[config.mk]
export PLATFORM = sky130hd
export DESIGN_NAME = imem_loader
export DESIGN_NICKNAME = d
export VERILOG_FILES = /design/src/rtl/imem_pkg.sv /design/src/rtl/byte_packer.sv /design/src/rtl/imem_loader.sv
export SDC_FILE = /design/constraint.sdc
export NUM_CORES = 1
export LEC_CHECK = 0
export ABC_AREA = 1
export CAP_MARGIN = 15
export CORE_ASPECT_RATIO = 1.1
export CORE_UTILIZATION = 51
export CTS_BUF_LIST = sky130_fd_sc_hd__clkbuf_16
export CTS_CLUSTER_DIAMETER = 200
export DETAILED_ROUTE_END_ITERATION = 10
export PLACE_DENSITY = 0.73
export SETUP_SLACK_MARGIN = 0.02
export SYNTH_ARGS = -nofsm -noshare
export SYNTH_HDL_FRONTEND = slang
export SYNTH_SLANG_ARGS = --single-unit
[constraint.sdc]
create_clock -name clk -period 3.7 [get_ports clk]
set_clock_uncertainty 0.2 [all_clocks]
set_input_delay 0.74 -clock clk [delete_from_list [all_inputs] [get_ports clk]]
set_output_delay 0.74 -clock clk [all_outputs]
set_load 0.02 [all_outputs]
[src/rtl/imem_pkg.sv]
// Shared definitions for the instruction-memory loader.
// Holds the loader state encoding and the byte/word geometry used by
// imem_loader and byte_packer. No ports.
package imem_pkg;

    localparam int WORD_W         = 32;
    localparam int BYTE_W         = 8;
    localparam int BYTES_PER_WORD = 4;
    localparam int CNT_W          = $clog2(BYTES_PER_WORD);

    typedef enum logic [1:0] {
        LEN  = 2'd0,
        DATA = 2'd1,
        CHK  = 2'd2,
        DONE = 2'd3
    } state_t;

endpackage

[src/rtl/byte_packer.sv]
// Byte-to-word assembler for the instruction-memory loader.
// Collects BYTES_PER_WORD accepted bytes, first byte in the MSBs (big-endian).
// Ports:
//   clk, reset   - clock, asynchronous active-high reset
//   accept       - a byte on data is taken this cycle
//   clear        - return the byte counter to zero (reload)
//   data         - stream byte
//   word         - assembled word, valid while word_valid is high
//   word_valid   - high in the cycle the last byte of a word is accepted
module byte_packer
    import imem_pkg::*;
(
    input  logic              clk,
    input  logic              reset,
    input  logic              accept,
    input  logic              clear,
    input  logic [BYTE_W-1:0] data,
    output logic [WORD_W-1:0] word,
    output logic              word_valid
);

    logic [CNT_W-1:0]         cnt_q, cnt_d;
    logic [WORD_W-BYTE_W-1:0] sr_q, sr_d;

    always_comb begin
        cnt_d = cnt_q;
        sr_d  = sr_q;
        if (clear) begin
            cnt_d = '0;
        end else if (accept) begin
            cnt_d = cnt_q + 1'b1;
            sr_d  = {sr_q[WORD_W-2*BYTE_W-1:0], data};
        end
    end

    always_ff @(posedge clk or posedge reset) begin
        if (reset) begin
            cnt_q <= '0;
            sr_q  <= '0;
        end else begin
            cnt_q <= cnt_d;
            sr_q  <= sr_d;
        end
    end

    // The final byte is used straight from the input so the loader can
    // register the complete word on the same edge that accepts it.
    assign word       = {sr_q, data};
    assign word_valid = accept && (cnt_q == CNT_W'(BYTES_PER_WORD - 1));

endmodule

[src/rtl/imem_loader.sv]
// Instruction-memory loader: writer side of the CPU instruction memory.
// Receives a length word N followed by N big-endian data words over a byte
// valid/ready stream, writes them from BASE_ADDR upward and holds the CPU
// in stall until the image is complete.
// Optional feature: define IMEM_LOADER_CHECKSUM_EN to expect a trailing
// XOR checksum word after the data words.
// Ports:
//   clk, reset              - clock, asynchronous active-high reset
//   in_valid/in_ready/in_data - byte stream handshake
//   restart                 - reload request, honoured only in DONE
//   imem_we/addr/wdata      - instruction-memory write port
//   cpu_hold                - stall request to the CPU core
//   load_done               - one-cycle pulse when the load completes
//   load_err                - sticky error for the current load
//   words_loaded            - words actually written in the current load
//
// state | meaning
// LEN   | receiving the 4-byte word count
// DATA  | receiving data words, writing those that fit
// CHK   | receiving the checksum word (checksum build only)
// DONE  | image complete, CPU released, stream stalled
module imem_loader
    import imem_pkg::*;
#(
    parameter int ADDR_W    = 10,
    parameter int BASE_ADDR = 0
) (
    input  logic              clk,
    input  logic              reset,
    input  logic              in_valid,
    output logic              in_ready,
    input  logic [BYTE_W-1:0] in_data,
    input  logic              restart,
    output logic              imem_we,
    output logic [ADDR_W-1:0] imem_addr,
    output logic [WORD_W-1:0] imem_wdata,
    output logic              cpu_hold,
    output logic              load_done,
    output logic              load_err,
    output logic [ADDR_W:0]   words_loaded
);

    localparam int         DEPTH = 2 ** ADDR_W;
    localparam logic [32:0] ROOM = 33'(DEPTH - BASE_ADDR);

    state_t              state_q, state_d;
    logic [WORD_W-1:0]   remaining_q, remaining_d;
    logic [ADDR_W:0]     wl_q, wl_d;
    logic [ADDR_W-1:0]   addr_q, addr_d;
    logic [WORD_W-1:0]   wdata_q, wdata_d;
    logic                we_q, we_d;
    logic                done_q, done_d;
    logic                err_q, err_d;

    logic                accept, clear, word_valid, writable;
    logic [WORD_W-1:0]   word;
    logic [ADDR_W+1:0]   next_full;
    state_t              after_data;

`ifdef IMEM_LOADER_CHECKSUM_EN
    logic [WORD_W-1:0]   csum_q, csum_d;
    assign after_data = CHK;
`else
    assign after_data = DONE;
`endif

    assign in_ready = (state_q != DONE);
    assign cpu_hold = (state_q != DONE);
    assign accept   = in_valid && in_ready;

    // Extra headroom bit so BASE_ADDR + count cannot wrap back into range.
    assign next_full = (ADDR_W+2)'(BASE_ADDR) + {1'b0, wl_q};
    assign writable  = next_full < (ADDR_W+2)'(DEPTH);

    byte_packer u_packer (
        .clk        (clk),
        .reset      (reset),
        .accept     (accept),
        .clear      (clear),
        .data       (in_data),
        .word       (word),
        .word_valid (word_valid)
    );

    always_comb begin
        state_d     = state_q;
        remaining_d = remaining_q;
        wl_d        = wl_q;
        addr_d      = addr_q;
        wdata_d     = wdata_q;
        we_d        = 1'b0;
        err_d       = err_q;
        clear       = 1'b0;
`ifdef IMEM_LOADER_CHECKSUM_EN
        csum_d      = csum_q;
`endif
        case (state_q)
            LEN: begin
                if (word_valid) begin
                    remaining_d = word;
                    if ({1'b0, word} > ROOM) err_d = 1'b1;
                    state_d = (word == '0) ? after_data : DATA;
                end
            end
            DATA: begin
                if (word_valid) begin
                    remaining_d = remaining_q - 1'b1;
`ifdef IMEM_LOADER_CHECKSUM_EN
                    csum_d = csum_q ^ word;
`endif
                    if (writable) begin
                        we_d    = 1'b1;
                        addr_d  = next_full[ADDR_W-1:0];
                        wdata_d = word;
                        wl_d    = wl_q + 1'b1;
                    end else begin
                        err_d = 1'b1;
                    end
                    if (remaining_q == WORD_W'(1)) state_d = after_data;
                end
            end
`ifdef IMEM_LOADER_CHECKSUM_EN
            CHK: begin
                if (word_valid) begin
                    if (word != csum_q) err_d = 1'b1;
                    state_d = DONE;
                end
            end
`endif
            DONE: begin
                if (restart) begin
                    state_d = LEN;
                    err_d   = 1'b0;
                    wl_d    = '0;
                    clear   = 1'b1;
`ifdef IMEM_LOADER_CHECKSUM_EN
                    csum_d  = '0;
`endif
                end
            end
            default: state_d = LEN;
        endcase
        done_d = (state_d == DONE) && (state_q != DONE);
    end

    always_ff @(posedge clk or posedge reset) begin
        if (reset) begin
            state_q     <= LEN;
            remaining_q <= '0;
            wl_q        <= '0;
            addr_q      <= ADDR_W'(BASE_ADDR);
            wdata_q     <= '0;
            we_q        <= 1'b0;
            done_q      <= 1'b0;
            err_q       <= 1'b0;
`ifdef IMEM_LOADER_CHECKSUM_EN
            csum_q      <= '0;
`endif
        end else begin
            state_q     <= state_d;
            remaining_q <= remaining_d;
            wl_q        <= wl_d;
            addr_q      <= addr_d;
            wdata_q     <= wdata_d;
            we_q        <= we_d;
            done_q      <= done_d;
            err_q       <= err_d;
`ifdef IMEM_LOADER_CHECKSUM_EN
            csum_q      <= csum_d;
`endif
        end
    end

    assign imem_we      = we_q;
    assign imem_addr    = addr_q;
    assign imem_wdata   = wdata_q;
    assign load_done    = done_q;
    assign load_err     = err_q;
    assign words_loaded = wl_q;

endmodule
======== After elaboration in Yosys (flattened, before gate mapping) ========
Cells that the tools add are included.
operators by class
  eq/ne operators ......................... 12
  order comparisons ....................... 2
  reductions and logical operators ........ 14
  muxes and demuxes ....................... 26
  bitwise gates (word level) .............. 1
  add/sub/neg operators ................... 3
operators with widths
  kind                                                                      number
  32-bit two-way mux                                                        2
  32-bit case mux with 2 select lines                                       1
  11-bit two-way mux                                                        3
  32-bit by 1-bit equality test with 1-bit output (second input constant)   1
  32-bit by 11-bit > comparator with 1-bit output (second input constant)   1
  32-bit logical NOT                                                        1
  32-bit by 1-bit subtractor with 32-bit output (second input constant)     1
  11-bit case mux with 2 select lines                                       1
  2-bit two-way mux                                                         7
  11-bit by 1-bit adder with 11-bit output (second input constant)          1
  11-bit less-than comparator (second input constant)                       1
  1-bit two-way mux                                                         10
  2-bit inequality test (second input constant)                             5
  2-bit equality test (second input constant)                               3
  2-bit case mux with 3 select lines                                        1
  3-bit AND reduction                                                       2
  6-bit AND reduction                                                       1
  2-bit nonzero test                                                        3
  2-bit by 1-bit inequality test with 1-bit output (second input constant)  2
  4-bit AND reduction                                                       1
  1-bit logical AND                                                         3
  1-bit case mux with 3 select lines                                        1
  3-bit nonzero test                                                        1
  2-bit by 1-bit adder with 2-bit output (second input constant)            1
  4 further kinds                                                           4
word-level totals
  flip-flop bits (word level) ............. 116
  input port bits ......................... 12

======== Logic depth before layout (Yosys ltp) ========
  depth after elaboration ................. 7
  gate-level depth with buffers ........... 11
  depth with buffers taken out ............ 11

======== By module ========
Synthesis repeated with hierarchy kept, for this count alone.
unflattened totals
  cells, all modules ...................... 846
  area, all modules ....................... 6183.4 µm²
modules (own cells, without submodules)
  module       instances  area each (µm²)  cells each  sequential area each (µm²)
  imem_loader  1          5051.1           719         2252.2
  byte_packer  1          1132.3           127         650.6

======== Worst setup path before layout ========
OpenSTA, ideal clock, no wires.
  path kind ............................... reg2out
  from .................................... register state_q[1]
  to ...................................... output port in_ready
  cell stages (with the launch flop) ...... 4
  arrival time ............................ 1.157 ns
  path slack .............................. 1.603 ns
  path buffers ............................ 2
  cells stage by stage .................... dfrtp_1 > nand2_2 > clkbuf_1 > buf_4
on the way
  word-level cells in the longest chain between the ends .. 1
ends and longest elaborated chain
  element                 RTL line            text
  start, declared         imem_loader.sv:46   state_t state_q, state_d;
  start signal, assigned  imem_loader.sv:160  state_q <= state_d;
  2-bit inequality test   -
  end, declared           imem_loader.sv:31   output logic in_ready,
Every way passes these cells.

======== Final worst setup path ========
  from .................................... register state_q[0]
  to ...................................... output port cpu_hold
on the way
  word-level cells in the longest chain between the ends .. 1
ends and longest elaborated chain
  element                RTL line           text
  2-bit inequality test  imem_loader.sv:68  assign cpu_hold = (state_q != DONE);
  end, declared          imem_loader.sv:37  output logic cpu_hold,
Every way passes these cells.

==> results.md <==
* Status: completed
* Mapped Area at 0.00614 sq mm
* Vias in the first global route at 5326
* TritonCTS clock tree: yes
* Register area at 0.00290 sq mm
* Total grt overflow at 0
* Antenna cells at 0
* Worst vdd ir at 0.365 mV
* Iter 0 DRT Violations at 517
* Vias at 5676
* DR vias/cell at 5.50
* Worst Hold Slack at 0.279 ns
* Critical path fanouts, max at 15
* Register area share after synthesis at 0.472
* Worst r2r src: state_q[0]
* Leak at 0.00344 uW
* PwrDens at 774 mW/mm^2
* Synth Instances at 807
* Post-route cell area at 0.00744 sq mm
* CTS H-tree lvls at 4
* Reg2reg path depth at 8
* Clock-pin transition on the worst setup and hold timing paths at 0.06 ns
* Setup TNS at 0 ns
* Least-Margin Pin Slew at 0.861 ns
* Slew HR at 0.425
* # IOs at 70
* Total detailed-routing wirelength at 16.3 mm
* Reg2reg end: words_loaded[2]
* Setup Viol. Count Final at 0
* Syn. warnings at 0
* Initial antenna violation count at 0
* Tot Pwr at 5760 uW
* Layout Nets at 885
* CP endpoint kind: output port
* CTS Buf Count at 17
* Routed len/inst at 15.8 um
* Unique cell type count in the Yosys netlist at 36
* WP data arrival at 2.00 ns
* Die area at 0.0125 sq mm
* Max Root-Sink Buffers at 2
* End of the critical path: cpu_hold
* Total core area at 0.0116 sq mm
* RD Place Congestion at 0.987
* Max Slew Vio Count at 0
* GRT Total Usage at 0.276
* Layout Utilization at 0.642
* IO buf count at 69
* Hold Path Class: reg2reg
* Pre-Repair DR Iteration Count at 5
* Yosys reg bits at 116
* Layout area overhead at 21.1%
* Mean post-synth cell area at 7.61 sq um
* Fin. Hold Viols at 0
* F_max at 0.340 GHz
* DPL Wire Length at 11.4 mm
* Layout cells sized above 1 at 0.101
* Die height at 117 um
* WS Path Type: reg2out
* Initial Utilization at 0.530
* Largest net degree at the start of global routing at 67
* Setup slack, reg-to-reg at 1.15 ns
* Antenna-violating nets left at 0
* Die span in x at 107 um
* # clock sinks at 116
* Footprint of the multi-input gates at 0.00272 sq mm
* # fillers at 1040
* FP Rows at 41
* Post-route DRC at 0
* First-pass GRT wire length at 26.6 mm
* Post-CTS Resized at 0
* Final Cycle Share at 0.794
* Root Buffer: clkbuf_16
* CTS Hold Bufs at 0
* Max-cap violations at 0
* DP Area at 0.00691 sq mm
* CP Launch Type: flop
* Postcts setup bufs at 0
* Worst Path Required at 2.76 ns
* Worst-skew pair later-pin latency at 0.42 ns
* Syn nets at 823
* Post-route minimum period at 2.94 ns
* Critical path origin: state_q[0]
* RSZ-0062 raised after global routing: false
-- how the worst min path moves through the flow --
| stage | startpoint | to | slack (ns) | depth (start not counted) |
|---|---|---|---|---|
| floorplan | u_packer.sr_q[10] | u_packer.sr_q[10] | 0.25 | 2 |
| global placement | imem_addr[6] | imem_addr[6] | 0.26 | 2 |
| detailed placement | imem_wdata[18] | imem_wdata[18] | 0.27 | 2 |
| CTS | imem_wdata[18] | imem_wdata[18] | 0.28 | 2 |
| global route | imem_wdata[28] | imem_wdata[28] | 0.30 | 2 |
| finish | imem_addr[6] | imem_addr[6] | 0.28 | 2 |
-- logic make-up (layout without fill, tap and decap cells) --
family / Yosys count / in the layout / share of synthesized area
flops: 116 / 116 / 0.472
xor+xnor: 6 / 6 / 0.00855
fa+ha+maj: 4 / 4 / 0.00815
compound gates: 146 / 146 / 0.142
simple gates: 418 / 418 / 0.285
buf+inv: 117 / 192 / 0.0845
-- Yosys cell counts (all sizes together) --
| cell | count | area share |
|---|---|---|
| a21oi | 33 | 0.027 |
| nand3 | 50 | 0.042 |
| or2 | 4 | 0.0045 |
| clkinv | 1 | 0.00061 |
| dfrtp | 116 | 0.47 |
| nor3b | 1 | 0.0012 |
| o211ai | 1 | 0.0012 |
| ha | 4 | 0.0081 |
| o31ai | 1 | 0.0012 |
| nand4 | 19 | 0.019 |
| o21ai | 106 | 0.11 |
| nor2 | 91 | 0.058 |
| a22oi | 1 | 0.0012 |
| o21a | 1 | 0.0012 |
| inv | 85 | 0.052 |
| buf | 22 | 0.026 |
| nor4 | 1 | 0.0010 |
| and2 | 1 | 0.0010 |
| nor3 | 11 | 0.0090 |
| clkbuf | 9 | 0.0055 |
| nand2 | 240 | 0.15 |
| a2bb2oi | 1 | 0.0014 |
| xor2 | 6 | 0.0086 |
| o22ai | 2 | 0.0020 |
-- metal layers --
metal / routed length, um / up-vias / track usage
li1: - / 2740 / -
met1: 7110 / 2701 / 0.365
met2: 7950 / 207 / 0.463
met3: 869 / 28 / 0.0460
met4: 323 / 0 / 0.0995
met5: 0 / - / 0
-- sequential cells by signal, indices dropped and copies added (netlist names) --
| name | cells |
|---|---|
| imem_we | 1 |
| load_done | 1 |
| imem_addr | 10 |
| remaining_q | 32 |
| u_packer.sr_q | 24 |
| imem_wdata | 32 |
| state_q | 2 |
| u_packer.cnt_q | 2 |
| words_loaded | 11 |
| load_err | 1 |
-- placed cells by master (no fill, tap or decap), types with 2 or more instances in the layout --
master,count
o21ai_2,33
or2_2,3
xor2_1,6
inv_1,78
inv_6,2
clkinv_1,2
buf_4,2
clkinv_2,2
o21ai_0,44
inv_2,6
nor2_2,3
clkinv_4,3
a21oi_1,33
dfrtp_1,116
buf_12,3
nor2_1,87
clkbuf_16,17
nand4_1,19
clkinvlp_4,8
nor3_1,11
nand2_1,236
nand2_2,3
clkdlybuf4s50_1,69
o21ai_1,29
ha_1,4
nand3_1,49
o22ai_1,2
-- per-stage QoR --
step,std cells,worst slack (ns)
2_1_floorplan,807,1.35
3_3_place_gp,1000,1.10
3_5_place_dp,1000,1.05
4_1_cts,1032,0.785
5_1_grt,1032,0.685
6_report,1032,0.761
-- worst max-delay path: stages (launching register included) --
cell and delay [ns]:
dfrtp_1 0.63, nand2_2 0.32, clkdlybuf4s50_1 0.63
-- area by class of cell --
type / instances / share of cell area
Clock buffer: 17 / 0.0572
Sequential cell: 116 / 0.390
Tap cell: 150 / 0.0252
Timing Repair Buffer: 74 / 0.103
Inverter: 86 / 0.0439
Clock inverter: 15 / 0.0148
Multi-Input combinational cell: 574 / 0.366
-- power by group --
part	internal [uW]	total, uW	leakage, uW	switching (uW)
combinational	876	2170	0.00173	1300
sequential	1700	2100	0.00147	403
clock	854	1480	0.000241	628
total	3430	5760	0.00344	2330
Note: power is estimated with default switching activity, not from simulation.
==> edit (same settings) <==
The 4 states of `state_t` get a Gray code encoding in 2 bits.
--- a/src/rtl/imem_pkg.sv
+++ b/src/rtl/imem_pkg.sv
@@ -9,10 +9,10 @@
     localparam int CNT_W          = $clog2(BYTES_PER_WORD);
 
     typedef enum logic [1:0] {
-        LEN  = 2'd0,
-        DATA = 2'd1,
-        CHK  = 2'd2,
-        DONE = 2'd3
+        LEN  = 2'b00,
+        DATA = 2'b01,
+        CHK  = 2'b11,
+        DONE = 2'b10
     } state_t;
 
 endpackage
Check against the original RTL: no difference found for any inputs over 10 cycles, from zero or initial values and one cycle with reset high; not proved beyond that.
==> edit against the original RTL <==
Cell count is 0.68% lower; core utilization is 0.46 points higher; maximum frequency fell by 11%; synthesized area down 2.8%; final area is 0.62% lower; sequential power hardly changed; wire length fell by 1.6%; worst setup slack worse by 0.35 ns; sequential cell count is the same; sequential share of layout area up 0.24 points; power is 4.8% higher; worst hold slack worse by 0.0093 ns.
==> edit: results (changes against the original RTL) <==
----------------------------------------------------
[Outcome]
  Result of the run ... completed (unchanged)

[Place]
  Total placed cells including tap cells ... 993 (was 1000)
  Routability congestion estimate ... 0.898 (was 0.987)
  Placement-stage cell area ... 0.00676 mm² (was 0.00691 mm²)

[Critical path]
  Largest fanout on the critical path ... 18 (was 15)
  Cell with the biggest individual delay on the critical path ... sky130_fd_sc_hd__clkdlybuf4s50_1 (was sky130_fd_sc_hd__dfrtp_1)
  End of the worst register-to-register path ... remaining_q[20]$_DFFE_PP0P_ (was words_loaded[2]$_DFFE_PP0P_)
  Depth of the worst register-to-register path ... 7 (was 8)

[Global route]
  Met2 usage in global routing ... 46.1% (was 46.3%)
  Global-route wire length before repair ... 26400 µm (was 26600 µm)
  Via count of the first global-routing pass ... 5292 (was 5326)

[Power and ir drop]
  Share of total power in combinational logic ... 36.3% (was 37.8%)
  Worst vdd rail ir drop ... 348 µV (was 365 µV)

[Synthesis]
  Cell variety after synth ... 29 (was 36)
  Fraction of the mapped netlist area in adder cells ... 0.838% (was 0.814%)
  Post-synthesis compound-gate area fraction ... 12.8% (was 14.2%)
  Synthesized Nets ... 813 (was 823)
  Synth cell count leaders ... sky130_fd_sc_hd__nand2_1, sky130_fd_sc_hd__dfrtp_1, sky130_fd_sc_hd__nor2_1 (unchanged)
  Share of the yosys chip area belonging to registers ... 48.6% (was 47.2%)
  Largest cells by area after synthesis ... sky130_fd_sc_hd__dfrtp_1, sky130_fd_sc_hd__nand2_1, sky130_fd_sc_hd__o21ai_0, sky130_fd_sc_hd__nor2_1, sky130_fd_sc_hd__inv_1 (was sky130_fd_sc_hd__dfrtp_1, sky130_fd_sc_hd__nand2_1, sky130_fd_sc_hd__nor2_1, sky130_fd_sc_hd__inv_1, sky130_fd_sc_hd__o21ai_2)

[STA]
  Final worst hold slack ... 0.270 ns (was 0.279 ns)
  Transition at the pin with the smallest max-transition slack ... 0.907 ns (was 0.861 ns)
  Crit share post-route ... 88.8% (was 79.4%)

[Cells and area]
  Filler cell count ... 953 (was 1040)

[Routing]
  Initial DRC count ... 462 (was 517)
  Via-to-Cell Ratio ... 5.42 (was 5.50)

[Worst hold path]
  Launch point of the worst hold path ... imem_wdata[21]$_DFFE_PP0P_ (was imem_addr[6]$_DFFE_PP0P_)

----------------------------------------------------
edit: cell types whose count changed in the layout (fill, tap and decap cells not counted), moves of 4 or more:
cell / delta
sky130_fd_sc_hd__nand4_1: -6
sky130_fd_sc_hd__o21ai_0: +43
sky130_fd_sc_hd__clkinv_4: +4
sky130_fd_sc_hd__bufinv_16: +4
sky130_fd_sc_hd__nand3_1: -8
sky130_fd_sc_hd__nor2_4: +4
sky130_fd_sc_hd__o21ai_2: -33
sky130_fd_sc_hd__clkinvlp_4: -6
sky130_fd_sc_hd__o21ai_1: -4
sky130_fd_sc_hd__nor3_1: -4
sky130_fd_sc_hd__nand2_1: -5
sky130_fd_sc_hd__nor2_1: +13
edit: layout make-up:
class,count,area (µm²),area share [%]
flip-flops and latches,116,2900,39.3
multi-input cells,569,2580,34.9
repair buffers,75,773,10.5
clock buffers,17,425,5.75
inverters,83,320,4.33
clock inverters,15,208,2.81
well taps,150,188,2.54
